### src/rtl/count_leading_ones_pkg.sv
// Shared defaults and the saturating run-length helper for the leading-ones counter.
// Optional leading-zeros outputs are enabled by defining CLS_LEADING_ZEROS_EN.
package count_leading_ones_pkg;

  localparam int CLS_DEFAULT_N = 8;

  // Run length from the MSB given the highest breaking bit; saturates to n-1 when nothing breaks it.
  function automatic int cls_run_length(input int n, input int h, input logic found);
    return found ? (n - 1 - h) : (n - 1);
  endfunction

endpackage

### src/rtl/count_leading_ones_if.sv
// Request/result bundle for count_leading_ones; the DUT side uses the slave modport.
// The leading_zeros/all_zeros members exist only when CLS_LEADING_ZEROS_EN is defined.
interface count_leading_ones_if #(
  parameter int N = 8,
  parameter int S = $clog2(N)
);

  logic         in_valid;
  logic [N-1:0] bits;
  logic         out_valid;
  logic [S-1:0] leading_ones;
  logic [S-1:0] index_highest_set;
  logic         all_ones;
`ifdef CLS_LEADING_ZEROS_EN
  logic [S-1:0] leading_zeros;
  logic         all_zeros;

  modport master (
    output in_valid, bits,
    input  out_valid, leading_ones, index_highest_set, all_ones, leading_zeros, all_zeros
  );
  modport slave (
    input  in_valid, bits,
    output out_valid, leading_ones, index_highest_set, all_ones, leading_zeros, all_zeros
  );
`else
  modport master (
    output in_valid, bits,
    input  out_valid, leading_ones, index_highest_set, all_ones
  );
  modport slave (
    input  in_valid, bits,
    output out_valid, leading_ones, index_highest_set, all_ones
  );
`endif

endinterface

### src/rtl/count_leading_ones_highest_set.sv
// highest_set: parameterised priority encoder returning the index of the highest set bit
// of vec plus a found flag (index is 0 when vec is all zeros).
module highest_set #(
  parameter int W  = 8,
  parameter int SW = $clog2(W)
) (
  input  logic [W-1:0]  vec,
  output logic [SW-1:0] index,
  output logic          found
);

  // Scan upward so the highest set bit is the last one written.
  always_comb begin
    index = '0;
    found = 1'b0;
    for (int i = 0; i < W; i++) begin
      if (vec[i]) begin
        index = i[SW-1:0];
        found = 1'b1;
      end
    end
  end

endmodule

### src/rtl/count_leading_ones.sv
// count_leading_ones: registered count of consecutive 1s from the MSB, latency 1.
// Define CLS_LEADING_ZEROS_EN to add the leading_zeros/all_zeros outputs.
module count_leading_ones
  import count_leading_ones_pkg::*;
#(
  parameter int N = CLS_DEFAULT_N,
  parameter int S = $clog2(N)
) (
  input  logic                 clk,
  input  logic                 rst,
  count_leading_ones_if.slave  bus
);

  logic [N-1:0] inverted;
  logic [S-1:0] zero_idx;
  logic         zero_found;
  logic [S-1:0] ones_next;
  logic [S-1:0] index_next;

  assign inverted = ~bus.bits;

  // The first 0 below the MSB breaks the run of ones, so encode ~bits.
  highest_set #(.W(N), .SW(S)) u_zero_scan (
    .vec   (inverted),
    .index (zero_idx),
    .found (zero_found)
  );

  assign ones_next  = S'(cls_run_length(N, int'(zero_idx), zero_found));
  assign index_next = zero_found ? zero_idx : '0;

`ifdef CLS_LEADING_ZEROS_EN
  logic [S-1:0] one_idx;
  logic         one_found;
  logic [S-1:0] zeros_next;

  highest_set #(.W(N), .SW(S)) u_one_scan (
    .vec   (bus.bits),
    .index (one_idx),
    .found (one_found)
  );

  assign zeros_next = S'(cls_run_length(N, int'(one_idx), one_found));

  always_ff @(posedge clk) begin
    if (rst) begin
      bus.leading_zeros <= '0;
      bus.all_zeros     <= 1'b0;
    end else if (bus.in_valid) begin
      bus.leading_zeros <= zeros_next;
      bus.all_zeros     <= ~one_found;
    end
  end
`endif

  // Results hold between valid inputs; out_valid tracks in_valid one cycle late.
  always_ff @(posedge clk) begin
    if (rst) begin
      bus.out_valid         <= 1'b0;
      bus.leading_ones      <= '0;
      bus.index_highest_set <= '0;
      bus.all_ones          <= 1'b0;
    end else begin
      bus.out_valid <= bus.in_valid;
      if (bus.in_valid) begin
        bus.leading_ones      <= ones_next;
        bus.index_highest_set <= index_next;
        bus.all_ones          <= ~zero_found;
      end
    end
  end

endmodule

### src/flat_wrapper.sv
// flat-port wrapper written by rule: the top's interface ports become plain ports
module count_leading_ones_flat import count_leading_ones_pkg::*;
#(
  parameter int N = CLS_DEFAULT_N,
  parameter int S = $clog2(N)
)
  (clk, rst, bus_in_valid, bus_bits, bus_out_valid, bus_leading_ones, bus_index_highest_set, bus_all_ones);
  count_leading_ones_if #(.N(N), .S(S)) bus_i ();
  input  logic clk;
  input  logic rst;
  input wire logic [$bits(bus_i.in_valid)-1:0] bus_in_valid;
  input wire logic [$bits(bus_i.bits)-1:0] bus_bits;
  output wire logic [$bits(bus_i.out_valid)-1:0] bus_out_valid;
  output wire logic [$bits(bus_i.leading_ones)-1:0] bus_leading_ones;
  output wire logic [$bits(bus_i.index_highest_set)-1:0] bus_index_highest_set;
  output wire logic [$bits(bus_i.all_ones)-1:0] bus_all_ones;
  assign bus_i.in_valid = bus_in_valid;
  assign bus_i.bits = bus_bits;
  assign bus_out_valid = bus_i.out_valid;
  assign bus_leading_ones = bus_i.leading_ones;
  assign bus_index_highest_set = bus_i.index_highest_set;
  assign bus_all_ones = bus_i.all_ones;
  count_leading_ones #(.N(N), .S(S)) u_core (.clk(clk), .rst(rst), .bus(bus_i));
endmodule
### config.mk
export PLATFORM = sky130hd
export DESIGN_NAME = count_leading_ones_flat
export DESIGN_NICKNAME = d
export VERILOG_FILES = /design/src/rtl/count_leading_ones_pkg.sv /design/src/rtl/count_leading_ones_if.sv /design/src/rtl/count_leading_ones_highest_set.sv /design/src/rtl/count_leading_ones.sv /design/src/flat_wrapper.sv
export SDC_FILE = /design/constraint.sdc
export NUM_CORES = 1
export LEC_CHECK = 0
export BUFFER_PORTS_ARGS = -buffer_cell sky130_fd_sc_hd__buf_2
export CAP_MARGIN = 5
export CORE_AREA = 2 2 39 41
export DETAILED_ROUTE_END_ITERATION = 10
export DIE_AREA = 0 0 41 43
export PLACE_DENSITY = 0.5
export SYNTH_ARGS = -nofsm -noshare
export SYNTH_HDL_FRONTEND = slang
export SYNTH_SLANG_ARGS = --single-unit
### constraint.sdc
create_clock -name clk -period 0.9 [get_ports clk]
set_clock_uncertainty 0.05 [all_clocks]
set_input_delay 0.045 -clock clk [delete_from_list [all_inputs] [get_ports clk]]
set_output_delay 0.045 -clock clk [all_outputs]
set_load 0.02 [all_outputs]
==> impl_metrics.toml <==
[timing]
fin_hold_ws_ns = -0.02150
finalCritPeriodShare = 0.9266
max-slew-margin-rel = 0.8496
maxSlewViolCount = 0
tightest_slew_ns = 0.2257
setup_viol = 0
fin_crit_ns = 0.8339
worst_slack_ns = 0.06607
hold_viol = 3
max_freq_ghz = 1.199
rsz0062_at_grt = "false"

[synth]
synth_seq_area_share = 0.4885
synth_cells = 34
synthTopCellsByArea = "dfxtp_1 49%, nor2b_1 5.7%, o32ai_2 5.0%, nand2b_1 3.8%, a41o_2 3.4%"
synth_top_area_cell = "dfxtp_1"
synth_top_area_share = 0.4885
syn_avg_cell_area_um2 = 9.642
synth_nets = 45
synth_cell_types = 19
ys.warnings.count = 0
syn_area_um2 = 327.8
synth_seq_cells = 8

[finish]
final_common_cell = "buf_2"
fin_nets = 71
regArea_um2 = 160.2
fillers = 163
diodes = 0
area_delta_synth_final_pct = 50.38
mostFrequentLayoutCells = "18 x buf_2, 8 x dfxtp_1"
fin_area_um2 = 493.0
multi_input_area_um2 = 155.1
post-route-util = 0.3562
layout-drive-gt1-share = 0.4310

[routing]
antenna_left = 0
drtPass1Iterations = 2
drt_wl_total_um = 750
drc = 0
vias_per_cell = 4.595
first_iter_violations = 5
vias = 340
wl_per_cell_um = 10.14

[floorplan]
fp.dieW_um = 41
die-area_mm2 = 0.001763
io_pins = 19
coreArea_mm2 = 0.001384
rows = 14
start_util = 0.2369
die_h_um = 43

[clocking]
cts_max_level = 1
cts.sinks = 8
path_clk_slew_ns = 0.05
clkLatencyLatePin_ns = 0.25
post_cts_resized = 0
cts_root_buffer = "clkbuf_4"
cts_tree = "done"
cts_made_buffers = 3
clockBufferDepth = 2

[global_routing]
grt_pass1_wl_um = 1331
grt_start_max_net_pins = 11
antenna_found_initial = 0
grt-ovfl-total = 0
grt_pass1_vias = 332
grt_use_total = 0.1178

[setup_path]
r2r_end = "u_core.bus.leading_ones[0]$_SDFFE_PP0P_"
cp_max_fo = 2
reg2reg_setup_slack_ns = 0.10
startpoint_type = "register"
crit_chain = "buf_2"
cp-end-kind = "output pin"
crit_slowest_cell = "dfxtp_1"
slowest_delay_ns = 0.32
crit_end = "bus_index_highest_set[0]"
rr_startpoint = "u_core.bus.leading_ones[0]$_SDFFE_PP0P_"
critPathArrivalTime_ns = 0.74
worstSetupStartpoint = "u_core.bus.index_highest_set[0]$_SDFFE_PP0P_"
crit_type = "reg -> out"
critical_path_depth = 1
critPathBufInv = 1
cp.required_ns = 0.81
critPathTopFamily = "flip-flops"
r2r.worst_path.cells = 2

[placement]
place_area_um2 = 440.4
dp_slack_ns = 0.005811
dp_hpwl_um = 567.5
numPortBuffers = 18
gp_congestion = 0.6781

[status]
outcome = "finished, violations left"
failed_checks = "hold timing"

[hold_path]
hold_path.class = "in -> reg"

[flow_run]
maxCapViolations = 0

[power]
worst_ir_drop_vdd_mv = 0.5558
leakage_nw = 0.2387
power_density_mw_per_mm2 = 1588
-- cell usage after synthesis, drive strengths merged --
cell and instances:
o211a 1, a41o 1, nand3 2, a311oi 1, inv 2, nor3 1, nand2 3, o221ai 1
or2 1, nor3b 1, buf 1, nor2b 3, nand2b 2, nor2 2, a31oi 1, dfxtp 8
a21oi 1, o21a 1, o32ai 1
-- where the power goes --
group | internal [mW] | switching [mW] | total [mW]
clock network | 0.153 | 0.124 | 0.277
logic | 0.0598 | 0.0674 | 0.127
registers | 0.372 | 0.00660 | 0.378
-- final cells by class --
cell class / instances / share of cell area
Timing Repair Buffer: 22 / 0.2589
Tap cell: 16 / 0.04061
Clock buffer: 3 / 0.04569
Inverter: 2 / 0.01523
Multi-Input combinational cell: 23 / 0.3147
Sequential cell: 8 / 0.3249
-- worst min-delay path by stage --
stage | slack, ns | from | endpoint | depth (start not counted)
floorplan | 0.06 | rst | u_core.bus.leading_ones[2]$_SDFFE_PP0P_ | 1
global placement | 0.24 | bus_bits[7] | u_core.bus.index_highest_set[0]$_SDFFE_PP0P_ | 2
detailed placement | 0.23 | bus_bits[7] | u_core.bus.index_highest_set[0]$_SDFFE_PP0P_ | 2
CTS | 0.02 | bus_bits[7] | u_core.bus.leading_ones[0]$_SDFFE_PP0P_ | 2
global route | 0.001 | rst | u_core.bus.out_valid$_SDFF_PP0_ | 2
finish | -0.02 | rst | u_core.bus.leading_ones[2]$_SDFFE_PP0P_ | 2
-- stage by stage --
stage                     power [mW]  instances  setup TNS (ns)
after floorplan               0.4486         34               0
after global placement        0.5054         68        -0.01828
after detailed placement      0.5051         68               0
after CTS                     0.8004         75               0
after global routing          0.8287         74               0
final                         0.7828         74               0
-- logic make-up after synthesis --
| family | count (synthesis) | share of synthesized area |
|---|---|---|
| AOI/OAI and AO/OA | 8 | 0.2252 |
| buffers and inverters | 3 | 0.03816 |
| DFF | 8 | 0.4885 |
| and+or+nand+nor | 15 | 0.2481 |
-- flip-flops by register name, indices dropped and copies added (netlist names) --
register / flops
u_core.bus.all_ones: 1
u_core.bus.leading_ones: 3
u_core.bus.index_highest_set: 3
u_core.bus.out_valid: 1
-- repair_timing --
| item | 4_1_cts | 5_1_grt |
|---|---|---|
| buffers inserted | 0 | 0 |
| endpoints found under the hold margin | 3 | 0 |
| endpoints found under the setup margin | 0 | 1 |
| hold buffers | 4 | 0 |
-- metal layers --
metal	global-route usage	wire length, um	vias to the layer above
met5	0	0	-
li1	-	-	171
met4	0.04000	0	0
met2	0.1563	336	11
met1	0.1396	342	158
met3	0.09424	70	0
Power figures use the tool's default switching activity.
